### config.mk
export PLATFORM = sky130hd
export DESIGN_NAME = sync_fifo_buf
export DESIGN_NICKNAME = d
export VERILOG_FILES = /design/src/rtl/sync_fifo_pkg.sv /design/src/rtl/sync_fifo_ram.sv /design/src/rtl/sync_fifo_buf.sv
export SDC_FILE = /design/constraint.sdc
export NUM_CORES = 1
export LEC_CHECK = 0
export CORE_MARGIN = 3
export CORE_UTILIZATION = 40
export DETAILED_ROUTE_END_ITERATION = 8
export RECOVER_POWER = 25
export SYNTH_ARGS = -nofsm -noshare
export SYNTH_HDL_FRONTEND = slang
export SYNTH_SLANG_ARGS = --single-unit
### constraint.sdc
create_clock -name w_clk -period 3.8 [get_ports w_clk]
set_input_delay 1.14 -clock w_clk [delete_from_list [all_inputs] [get_ports w_clk]]
set_output_delay 1.14 -clock w_clk [all_outputs]
set_load 0.005 [all_outputs]
### src/rtl/sync_fifo_pkg.sv
// Shared helpers for the single-clock FIFO buffer.
// Pointer width function, configuration check and error-flag bundle.
package sync_fifo_pkg;

   typedef struct packed {
      logic ovf;
      logic unf;
   } err_t;

   function automatic int ptr_w(input int depth);
      return $clog2(depth) + 1;
   endfunction

   function automatic bit is_pow2(input int v);
      return (v >= 2) && ((v & (v - 1)) == 0);
   endfunction

   // Depth must be a power of two; thresholds must satisfy ae < af <= depth.
   function automatic bit cfg_ok(input int depth, input int ae, input int af);
      return is_pow2(depth) && (ae < af) && (af <= depth);
   endfunction

endpackage

### src/rtl/sync_fifo_ram.sv
// D_SIZE x F_DEPTH storage: synchronous write, asynchronous read, no reset.
// Ports: clk_i, we_i, waddr_i, wdata_i, raddr_i -> rdata_o.
module sync_fifo_ram #(
   parameter int D_SIZE  = 8,
   parameter int F_DEPTH = 8,
   localparam int A_W    = $clog2(F_DEPTH)
) (
   input  logic              clk_i,
   input  logic              we_i,
   input  logic [A_W-1:0]    waddr_i,
   input  logic [D_SIZE-1:0] wdata_i,
   input  logic [A_W-1:0]    raddr_i,
   output logic [D_SIZE-1:0] rdata_o
);

   logic [D_SIZE-1:0] mem_q [F_DEPTH];

   always_ff @(posedge clk_i) begin
      if (we_i) mem_q[waddr_i] <= wdata_i;
   end

   assign rdata_o = mem_q[raddr_i];

endmodule

### src/rtl/sync_fifo_buf.sv
// Single-clock FIFO with occupancy count, almost flags and sticky errors.
// Ports: w_clk, w_rstn (sync, active-low), w_data/w_inc write side,
//   r_inc/r_data/r_valid read side, full/empty/almost_full/almost_empty,
//   count, overflow/underflow (sticky), clr_err.
// Macro SYNC_FIFO_FWFT_EN selects first-word-fall-through read data.
module sync_fifo_buf
   import sync_fifo_pkg::*;
#(
   parameter int D_SIZE  = 8,
   parameter int F_DEPTH = 8,
   parameter int AF_THR  = F_DEPTH - 2,
   parameter int AE_THR  = 2,
   localparam int P_SIZE = ptr_w(F_DEPTH)
) (
   input  logic              w_clk,
   input  logic              w_rstn,
   input  logic [D_SIZE-1:0] w_data,
   input  logic              w_inc,
   input  logic              r_inc,
   output logic [D_SIZE-1:0] r_data,
   output logic              r_valid,
   output logic              full,
   output logic              empty,
   output logic              almost_full,
   output logic              almost_empty,
   output logic [P_SIZE-1:0] count,
   output logic              overflow,
   output logic              underflow,
   input  logic              clr_err
);

   localparam int A_W = P_SIZE - 1;
   localparam bit CFG_OK = cfg_ok(F_DEPTH, AE_THR, AF_THR);
   localparam logic [P_SIZE-1:0] AF_V = P_SIZE'(AF_THR);
   localparam logic [P_SIZE-1:0] AE_V = P_SIZE'(AE_THR);

   generate
      if (!CFG_OK) begin : g_bad_cfg
         $error("sync_fifo_buf: invalid F_DEPTH or threshold setting");
      end
   endgenerate

   logic [P_SIZE-1:0] wptr_q, wptr_d;
   logic [P_SIZE-1:0] rptr_q, rptr_d;
   err_t              err_q, err_d;
   logic              wr_acc, rd_acc;
   logic [D_SIZE-1:0] rd_word;

   // Same index with opposite wrap bit means the writer lapped the reader.
   assign empty = (wptr_q == rptr_q);
   assign full  = (wptr_q[A_W] != rptr_q[A_W]) &&
                  (wptr_q[A_W-1:0] == rptr_q[A_W-1:0]);
   assign count = wptr_q - rptr_q;

   assign almost_full  = (count >= AF_V);
   assign almost_empty = (count <= AE_V);

   assign wr_acc = w_inc && !full;
   assign rd_acc = r_inc && !empty;

   assign overflow  = err_q.ovf;
   assign underflow = err_q.unf;

   always_comb begin
      wptr_d = wptr_q;
      rptr_d = rptr_q;
      err_d  = err_q;
      if (wr_acc) wptr_d = wptr_q + 1'b1;
      if (rd_acc) rptr_d = rptr_q + 1'b1;
      if (clr_err) err_d = '0;
      // A fresh error in the clearing cycle still sets its flag.
      if (w_inc && full)  err_d.ovf = 1'b1;
      if (r_inc && empty) err_d.unf = 1'b1;
   end

   always_ff @(posedge w_clk) begin
      if (!w_rstn) begin
         wptr_q <= '0;
         rptr_q <= '0;
         err_q  <= '0;
      end else begin
         wptr_q <= wptr_d;
         rptr_q <= rptr_d;
         err_q  <= err_d;
      end
   end

   sync_fifo_ram #(
      .D_SIZE  (D_SIZE),
      .F_DEPTH (F_DEPTH)
   ) u_ram (
      .clk_i   (w_clk),
      .we_i    (wr_acc),
      .waddr_i (wptr_q[A_W-1:0]),
      .wdata_i (w_data),
      .raddr_i (rptr_q[A_W-1:0]),
      .rdata_o (rd_word)
   );

`ifdef SYNC_FIFO_FWFT_EN
   // Head word is shown directly; r_inc acknowledges it.
   assign r_data  = rd_word;
   assign r_valid = !empty;
`else
   logic [D_SIZE-1:0] r_data_q, r_data_d;
   logic              r_valid_q, r_valid_d;

   always_comb begin
      r_data_d  = r_data_q;
      r_valid_d = rd_acc;
      if (rd_acc) r_data_d = rd_word;
   end

   always_ff @(posedge w_clk) begin
      if (!w_rstn) begin
         r_data_q  <= '0;
         r_valid_q <= 1'b0;
      end else begin
         r_data_q  <= r_data_d;
         r_valid_q <= r_valid_d;
      end
   end

   assign r_data  = r_data_q;
   assign r_valid = r_valid_q;
`endif

endmodule

==> results.json <==
{
  "synth_ff_type": "edfxtp_1",
  "ys_seq_area_frac": 0.674,
  "wl_per_cell_um": 17.7,
  "synth_nets": 242,
  "ys_ff_latch": 83,
  "rr_worst_depth": 6,
  "grt_pass1_vias": 1894,
  "worst-path-stages": 7,
  "cts_tree": "built",
  "syn_to_final_growth_pct": 19.6,
  "synth_commonest_cells": "edfxtp_1 (64), a21oi_1 (20), dfxtp_1 (19)",
  "cts-htree-levels": 3,
  "tightestPinTransition_ns": 0.693,
  "nFillCells": 717,
  "p_leak_nw": 1.35,
  "worstSetupEndpointType": "primary output",
  "total_power_mw": 2.10,
  "die_x_um": 98.4,
  "crit_top_cell": "inv_1",
  "synth_cells": 223,
  "fin_worst_skew_ns": 0.0107,
  "period_minus_slack_ns": 3.61,
  "place_inst": 361,
  "grt.total_usage": 0.145,
  "die_area_mm2": 0.00968,
  "cts-buffers-inserted": 9,
  "critPathKind": "register to primary output",
  "tns_ns": 0,
  "routed_wl_mm": 6.67,
  "path_buf_inv": 3,
  "first_pass_iters": 4,
  "async_flop_share": 0,
  "worstPathArrival_ns": 2.47,
  "yosysMostFrequentCell": "edfxtp_1",
  "drc_errors": 0,
  "synth_top_area_share": 0.563,
  "yosys.area.top_type": "edfxtp_1",
  "first_iter_violations": 95,
  "cts_hold_buf": 0,
  "min_path_cells": 2,
  "hold_ws_ns": 0.552,
  "io_buffers": 31,
  "coreArea_mm2": 0.00826,
  "layoutNonFillerInstCount": 377,
  "maxSlewViolCount": 0,
  "drive_above_1_share": 0.151,
  "rsz0062_at_grt": "false",
  "status": "complete, no violations",
  "cts.sinks": 83,
  "drtAntennaViolNets": 0,
  "nets": 286,
  "gp_congestion": 0.856,
  "grt_pass1_wl_mm": 10.3,
  "yosys_warnings": 0,
  "power_density_mw_per_mm2": 513,
  "peakVddDrop_mv": 0.230,
  "hp-class": "register to register",
  "dr_total_vias": 1945,
  "drv_cap": 0,
  "cts_resized": 0,
  "num_io_pins": 32,
  "antenna_found_initial": 0,
  "post_cts_buffers": 0,
  "start_kind": "register",
  "path_clk_slew_ns": 0.08,
  "grt_max_degree": 28,
  "synth_area_leaders": "edfxtp_1 (56%), dfxtp_1 (11%), mux2i_1 (5.0%)",
  "fin_util": 0.495,
  "critPathTopFamily": "adder cells",
  "clkLatencyLatePin_ns": 0.35,
  "cts_buffer_depth": 2,
  "grt.overflow.total": 0,
  "num_antenna_cells": 0,
  "slowest_delay_ns": 0.49,
  "setup_viol": 0,
  "die_height_um": 98.4,
  "ys_types": 39,
  "synth_area_mm2": 0.00342,
  "max_freq_mhz": 277,
  "start_util": 0.414,
  "crit_chain": "inv_1, ha_1, fa_1, inv_1, a21oi_1, o21a_1, clkdlybuf4s50_1",
  "slowest_stage": "clkdlybuf4s50_1",
  "hold_viol": 0,
  "worstPathRequired_ns": 2.66,
  "routed_via_density": 5.16,
  "rows": 33,
  "dpl.hpwl_mm": 4.19,
  "synth_edf_count": 64,
  "root_buffer": "clkbuf_8",
  "min_period_over_period": 0.951,
  "slew_headroom": 0.537,
  "syn_avg_cell_area_um2": 15.3,
  "crit_fanout": 7
}
path summary, 6_finish.rpt:
| path | startpoint | end | slack, ns |
|---|---|---|---|
| max | wptr_q[0]$_SDFFE_PN0P_ | almost_empty | 0.19 |
| min | r_data[3]$_SDFFE_PN0P_ | r_data[3]$_SDFFE_PN0P_ | 0.55 |
| max reg2reg | wptr_q[0]$_SDFFE_PN0P_ | u_ram.mem_q[1][2]$_DFFE_PP_ | 1.57 |
| min reg2reg | r_data[3]$_SDFFE_PN0P_ | r_data[3]$_SDFFE_PN0P_ | 0.55 |
worst register-to-register path, cell delays in order, from the launching register on:
cell and delay, ns:
dfxtp_1 0.48, inv_1 0.13, ha_1 0.33, nand3_1 0.30, o21ai_4 0.14, nor3_1 0.33
buf_4 0.24
cells in the final DEF, fill, tap and decap left out, types with 2 or more instances in the layout:
master / Yosys / final
nor3_1: 4 / 4
mux2i_1: 17 / 17
nor4_2: 0 / 2
edfxtp_1: 64 / 64
clkdlybuf4s50_1: 0 / 25
and2_1: 6 / 6
o22ai_1: 8 / 8
ha_1: 5 / 5
clkbuf_1: 2 / 3
nor2b_1: 6 / 6
o211ai_1: 3 / 3
nand3_1: 2 / 2
inv_1: 7 / 7
o21a_1: 3 / 3
dfxtp_1: 19 / 19
o21ai_0: 9 / 9
xnor2_1: 5 / 5
dlygate4sd3_1: 0 / 6
a21oi_1: 20 / 20
buf_4: 1 / 12
clkbuf_8: 1 / 11
mux4_2: 7 / 7
and3_1: 2 / 2
nand2_1: 5 / 5
nor2_1: 5 / 5
kinds of logic (layout without fill, tap and decap cells):
group,Yosys count,count (layout),share of synthesized area
and+or+nand+nor,35,35,0.0546
adders and majority gates,6,6,0.0242
DFF,83,83,0.674
muxes,25,25,0.104
AOI/OAI and AO/OA,49,49,0.0894
xor gates and xnor gates,8,8,0.0249
buffers and inverters,17,66,0.0293
where the power goes:
group | internal [mW] | switching, mW
registers | 1.02 | 0.0235
logic | 0.211 | 0.201
clock network | 0.340 | 0.298
total | 1.57 | 0.522
flip-flops by register name, indices dropped and copies added, names as in the netlist:
signal and flops:
u_ram.mem_q 64, underflow 1, overflow 1, rptr_q 4
wptr_q 4, r_valid 1, r_data 8
through the flow:
step                      instance area [um^2]  worst slack (ns)
after global routing                      4080            0.0218
after CTS                                 4080             0.171
final                                     4080             0.185
after global placement                    3890             0.612
after floorplan                           3420             0.802
after detailed placement                  3890             0.569
area by class of cell:
type	instances	area, um^2	area share
clock buffers	14	163	0.0398
clock inverters	2	35.0	0.00858
inverters	7	26.3	0.00643
multi-input cells	123	1030	0.251
flip-flops and latches	83	2300	0.564
well taps	105	131	0.0322
repair buffers	43	400	0.0980
metal layers:
layer,GRT usage,wire length [um],up-vias
li1,-,-,937
met5,0,0,-
met4,0.0788,186,0
met3,0.0354,276,14
met2,0.230,3150,42
met1,0.185,3060,952
(Power assumes the default switching activity.)
